File: src/rtl/jk_excite_driver_if.sv
// Handshake and bank-drive bundle for jk_excite_driver.
//   tgt_valid/tgt_ready/tgt_data : target word handshake (requester -> driver)
//   q_fb                         : fed-back q of the external JK bank
//   j/k                          : J/K drive to the bank
//   done/err                     : completion pulse and sticky failure flag
// master = requester/bank side, slave = the driver block.
interface jk_excite_driver_if #(
  parameter int WIDTH = 4
);
  logic             tgt_valid;
  logic             tgt_ready;
  logic [WIDTH-1:0] tgt_data;
  logic [WIDTH-1:0] q_fb;
  logic [WIDTH-1:0] j;
  logic [WIDTH-1:0] k;
  logic             done;
  logic             err;

  modport master (output tgt_valid, tgt_data, q_fb,
                  input  tgt_ready, j, k, done, err);
  modport slave  (input  tgt_valid, tgt_data, q_fb,
                  output tgt_ready, j, k, done, err);
endinterface

File: src/rtl/jk_excite_driver.sv
// jk_excite_driver: steers an external bank of WIDTH JK flip-flops to a
// requested word. Accepts a target in IDLE, drives one cycle of JK
// excitation (DRIVE), checks the bank in the following cycle (SETTLE) and
// retries up to MAX_RETRY times before flagging an error.
// Ports:
//   clk  - clock, all state on posedge
//   rst  - synchronous active-high reset
//   bus  - jk_excite_driver_if slave: target handshake, q_fb in, j/k/done/err out
// All outputs are registered.

// Per-bit excitation: unchanged bits hold (J=K=0); changing bits either
// set/reset or toggle depending on TOGGLE_PREF.
module jk_excite_bit #(
  parameter int TOGGLE_PREF = 0
) (
  input  logic q,
  input  logic t,
  output logic j,
  output logic k
);
  always_comb begin
    j = 1'b0;
    k = 1'b0;
    if (q != t) begin
      if (TOGGLE_PREF != 0) begin
        j = 1'b1;
        k = 1'b1;
      end else begin
        j = t;
        k = ~t;
      end
    end
  end
endmodule

module jk_excite_driver #(
  parameter int WIDTH       = 4,
  parameter int MAX_RETRY   = 2,
  parameter int TOGGLE_PREF = 0
) (
  input  logic                clk,
  input  logic                rst,
  jk_excite_driver_if.slave   bus
);
  localparam int RW = (MAX_RETRY > 0) ? $clog2(MAX_RETRY + 1) : 1;

  typedef enum logic [1:0] {IDLE, DRIVE, SETTLE} state_t;

  state_t           state, state_n;
  logic [WIDTH-1:0] tgt_q, tgt_n;
  logic [RW-1:0]    cnt, cnt_n;
  logic             ready_q, ready_n;
  logic [WIDTH-1:0] j_q, j_n, k_q, k_n;
  logic             done_q, done_n;
  logic             err_q, err_n;

  // Excitation target: fresh data on acceptance, latched target on retry.
  logic [WIDTH-1:0] exc_tgt, exc_j, exc_k;
  assign exc_tgt = (state == IDLE) ? bus.tgt_data : tgt_q;

  for (genvar i = 0; i < WIDTH; i++) begin : g_bit
    jk_excite_bit #(.TOGGLE_PREF(TOGGLE_PREF)) u_bit (
      .q (bus.q_fb[i]),
      .t (exc_tgt[i]),
      .j (exc_j[i]),
      .k (exc_k[i])
    );
  end

  always_ff @(posedge clk) begin
    if (rst) begin
      state   <= IDLE;
      tgt_q   <= '0;
      cnt     <= '0;
      ready_q <= 1'b1;
      j_q     <= '0;
      k_q     <= '0;
      done_q  <= 1'b0;
      err_q   <= 1'b0;
    end else begin
      state   <= state_n;
      tgt_q   <= tgt_n;
      cnt     <= cnt_n;
      ready_q <= ready_n;
      j_q     <= j_n;
      k_q     <= k_n;
      done_q  <= done_n;
      err_q   <= err_n;
    end
  end

  // Next-state logic also produces the next registered output values, so
  // j/k/ready/done change on the same edge as the state they belong to.
  always_comb begin
    state_n = state;
    tgt_n   = tgt_q;
    cnt_n   = cnt;
    ready_n = 1'b0;
    j_n     = '0;
    k_n     = '0;
    done_n  = 1'b0;
    err_n   = err_q;
    unique case (state)
      IDLE: begin
        ready_n = 1'b1;
        if (bus.tgt_valid && ready_q) begin
          tgt_n   = bus.tgt_data;
          cnt_n   = '0;
          err_n   = 1'b0;
          ready_n = 1'b0;
          j_n     = exc_j;
          k_n     = exc_k;
          state_n = DRIVE;
        end
      end
      DRIVE: state_n = SETTLE;
      SETTLE: begin
        if (bus.q_fb == tgt_q) begin
          done_n  = 1'b1;
          err_n   = 1'b0;
          ready_n = 1'b1;
          state_n = IDLE;
        end else if (cnt < RW'(MAX_RETRY)) begin
          cnt_n   = cnt + RW'(1);
          j_n     = exc_j;
          k_n     = exc_k;
          state_n = DRIVE;
        end else begin
          done_n  = 1'b1;
          err_n   = 1'b1;
          ready_n = 1'b1;
          state_n = IDLE;
        end
      end
      default: state_n = IDLE;
    endcase
  end

  assign bus.tgt_ready = ready_q;
  assign bus.j         = j_q;
  assign bus.k         = k_q;
  assign bus.done      = done_q;
  assign bus.err       = err_q;
endmodule

File: src/flat_wrapper.sv
// flat-port wrapper written by rule: the top's interface ports become plain ports
module jk_excite_driver_flat 
#(
  parameter int WIDTH       = 4,
  parameter int MAX_RETRY   = 2,
  parameter int TOGGLE_PREF = 0
)
  (clk, rst, bus_tgt_valid, bus_tgt_data, bus_q_fb, bus_tgt_ready, bus_j, bus_k, bus_done, bus_err);
  jk_excite_driver_if #(.WIDTH(WIDTH)) bus_i ();
  input  logic clk;
  input  logic rst;
  input wire logic [$bits(bus_i.tgt_valid)-1:0] bus_tgt_valid;
  input wire logic [$bits(bus_i.tgt_data)-1:0] bus_tgt_data;
  input wire logic [$bits(bus_i.q_fb)-1:0] bus_q_fb;
  output wire logic [$bits(bus_i.tgt_ready)-1:0] bus_tgt_ready;
  output wire logic [$bits(bus_i.j)-1:0] bus_j;
  output wire logic [$bits(bus_i.k)-1:0] bus_k;
  output wire logic [$bits(bus_i.done)-1:0] bus_done;
  output wire logic [$bits(bus_i.err)-1:0] bus_err;
  assign bus_i.tgt_valid = bus_tgt_valid;
  assign bus_i.tgt_data = bus_tgt_data;
  assign bus_i.q_fb = bus_q_fb;
  assign bus_tgt_ready = bus_i.tgt_ready;
  assign bus_j = bus_i.j;
  assign bus_k = bus_i.k;
  assign bus_done = bus_i.done;
  assign bus_err = bus_i.err;
  jk_excite_driver #(.WIDTH(WIDTH), .MAX_RETRY(MAX_RETRY), .TOGGLE_PREF(TOGGLE_PREF)) u_core (.clk(clk), .rst(rst), .bus(bus_i));
endmodule
File: config.mk
export PLATFORM = sky130hd
export DESIGN_NAME = jk_excite_driver_flat
export DESIGN_NICKNAME = d
export VERILOG_FILES = /design/src/rtl/jk_excite_driver_if.sv /design/src/rtl/jk_excite_driver.sv /design/src/flat_wrapper.sv
export SDC_FILE = /design/constraint.sdc
export NUM_CORES = 1
export LEC_CHECK = 0
export ABC_AREA = 1
export CORE_UTILIZATION = 40
export CTS_CLUSTER_DIAMETER = 200
export CTS_CLUSTER_SIZE = 14
export DETAILED_ROUTE_END_ITERATION = 12
export HOLD_SLACK_MARGIN = 0.1
export PLACE_DENSITY = 0.67
export SYNTH_ARGS = -nofsm -noshare
export SYNTH_HDL_FRONTEND = slang
export SYNTH_SLANG_ARGS = --single-unit
File: constraint.sdc
create_clock -name clk -period 1.9 [get_ports clk]
set_input_delay 0.19 -clock clk [delete_from_list [all_inputs] [get_ports clk]]
set_output_delay 0.19 -clock clk [all_outputs]
set_load 0.1 [all_outputs]
==> results.txt <==
run status: completed
CTS tree: built
num ports: 22
Vias/cell: 4.60
syn avg cell area: 8.29 µm²
synth unique cells: 21
Reg2Reg Depth: 5
VDD IR max: 357 µV
Total Power: 0.000902 W
worst-margin pin slew: 0.297 ns
CTS resizes: 0
Setup Skew: 0.00297 ns
number of cell rows: 16
fill cell count: 201
Fin. Hold Viols: 0
Worst slew margin: 0.800
antenna violations before repair: 0
Final Util: 0.546
critical path's slowest cell: dfxtp_1
min-delay worst type: flop to flop
Logic pwr share: 0.291
R2R setup slack: 0.64 ns
HPWL Detailed: 1170 µm
initial drt markers: 12
Mapped Cells: 104
Internal: 0.000581 W
GRT Util Overall: 0.141
dominant cell type by area after synthesis: dfxtp_1
largest net degree at the start of global routing: 13
CP Depth: 5
ANT cells: 0
hold path depth: 2
RD Place Congestion: 0.848
number of global-route vias before repair: 631
total number of vias: 713
max incr delay on CP: 0.36 ns
CP Class: flop to flop
max_cap viols: 0
H-tree depth: 1
Switching Share: 0.356
FMAX: 791 MHz
I/O Buffers: 21
Net Switching: 0.000322 W
Final min period: 1.26 ns
most common cell after layout, fill and taps aside: nand2_1
Slew Limit Fails: 0
clk_lat worst skew: 0.29 ns
sequential share of the synthesized area: 0.441
DRT Pass-1 Iters: 4
Die Wd: 48.4 µm
Post-CTS Setup Bufs: 0
Worst Hold Path EP: u_core.tgt_q[2]$_SDFFE_PP0P_
CP delay by family, top: simple AND/OR/NAND/NOR gates
Syn-to-layout area delta: 26.9%
Synth Warn #: 0
startpoint type of the worst setup path: flop
DRT antenna net count: 0
Worst-path clk slew: 0.11 ns
setup TNS: 0 ns
worst path bufs/invs: 0
total gr overflow: 0
Finish-stage setup viols: 0
Root Buffer: clkbuf_4
DP Area: 1070 µm²
leakage power: 0.477 nW
Max FO, Critical Path: 12
DRC: 0
hold path start: u_core.tgt_q[2]$_SDFFE_PP0P_
crit end category: flop
fin nets: 140
critical-path cell list: nor2_4, nand3_4, nand2_4, nand2_8, nor3_2
syn nets: 115
clk sinks: 19
top-area cell type share of the netlist area: 0.441
Routed WL per cell: 9.86 µm
Die ar.: 2340 µm²
RSZ-0062 raised after global routing: false
synth top area cells: dfxtp_1 44%, nand2_1 10%, inv_1 5.2%
worst-case clock buffer depth: 2
RR Startpoint: u_core.state[1]$_SDFFE_PP0N_
final worst-path setup slack: 0.635 ns
final instance area: 1090 µm²
CP Data Required Time: 2.13 ns
cts bufs inserted: 3
die height: 48.4 µm
hold_buf cts: 0
Total Wirelength: 1530 µm
Post-Place Setup Slack: 0.315 ns
clock power share: 0.226
Pwr Density: 825 nW/µm²
commonest cells after routing, fill and taps aside: 23 x nand2_1, 19 x dfxtp_1, 12 x inv_1, 11 x buf_4, 10 x clkdlybuf4s50_1
flops & latches, synth: 19
part of the power in registers: 0.483
total core area: 2000 µm²
first-pass GRT wire length: 2590 µm
Syn Std Cell Area: 862 µm²
Starting Density: 0.431
share of layout cells above drive strength 1: 0.266
final period utilization: 0.666
critical path arrival: 1.49 ns
worst flop-to-flop path endpoint: u_core.bus.k[3]$_SDFF_PP0_
registers in the layout, indices dropped and copies added (netlist names):
signal                count
u_core.bus.err            1
u_core.bus.k              4
u_core.cnt                2
u_core.bus.done           1
u_core.bus.tgt_ready      1
u_core.bus.j              4
u_core.tgt_q              4
u_core.state              2
layout make-up:
class / count / area, µm² / share of cell area
repair buffers: 21 / 183 / 0.167
flip-flops and latches: 19 / 380 / 0.348
inverters: 13 / 48.8 / 0.0446
multi-input cells: 71 / 422 / 0.386
well taps: 27 / 33.8 / 0.0309
clock buffers: 4 / 26.3 / 0.0240
routing by layer:
layer / vias up / wire [µm] / track usage
li1: 381 / - / -
met1: 318 / 747 / 0.177
met2: 14 / 722 / 0.232
met3: 0 / 59 / 0.0220
met4: 0 / 0 / 0.0735
met5: - / 0 / 0
cells in the mapped netlist:
cell      count
nand2_1      23
nor2_4        4
nand3_1       5
buf_6         1
nor3_2        4
nand4_1       1
a21oi_1       7
nand3_4       1
a211oi_1      2
nand3_2       1
nor3_1        1
nand2_8       1
nor2_2        4
inv_2         1
nor2_1        8
and2_1        1
nand2_4       2
nand2_2       2
inv_1        12
dfxtp_1      19
o21ai_0       4
cell families after synthesis:
family / share of synthesized area
buf+inv: 0.0697
simple gates: 0.408
compound gates: 0.0813
flops: 0.441
worst max-delay path by stage:
stage                                    startpoint                      endpoint  slack [ns]
detailed placement                      bus_q_fb[2]    u_core.bus.k[1]$_SDFF_PP0_        0.31
floorplan           u_core.bus.tgt_ready$_SDFF_PP1_  u_core.tgt_q[0]$_SDFFE_PP0P_        0.26
finish                 u_core.state[1]$_SDFFE_PP0N_    u_core.bus.k[3]$_SDFF_PP0_        0.64
global route           u_core.state[1]$_SDFFE_PP0N_    u_core.bus.j[2]$_SDFF_PP0_        0.52
CTS                    u_core.state[1]$_SDFFE_PP0N_    u_core.bus.k[1]$_SDFF_PP0_        0.62
global placement                        bus_q_fb[0]    u_core.bus.k[1]$_SDFF_PP0_        0.35
power by group through the flow:
stage	clock (W)	sequential, W	combinational (W)
2_1_floorplan	0	0.000523	0.000125
3_3_place_gp	0	0.000444	0.000261
3_5_place_dp	0	0.000445	0.000264
4_1_cts	0.000207	0.000436	0.000265
5_1_grt	0.000221	0.000439	0.000281
6_report	0.000204	0.000436	0.000263
worst min-delay path, stage by stage (launching register included):
cell     delay, ns
dfxtp_1       0.32
inv_1         0.08
a21oi_1       0.06
through the flow:
| step | hold WS [ns] | std cells |
|---|---|---|
| finish | 0.507 | 155 |
| floorplan | 0.259 | 104 |
| global route | 0.532 | 155 |
| CTS | 0.504 | 155 |
| global placement | 0.477 | 151 |
| detailed placement | 0.488 | 151 |
Power figures use the tool's default switching activity.
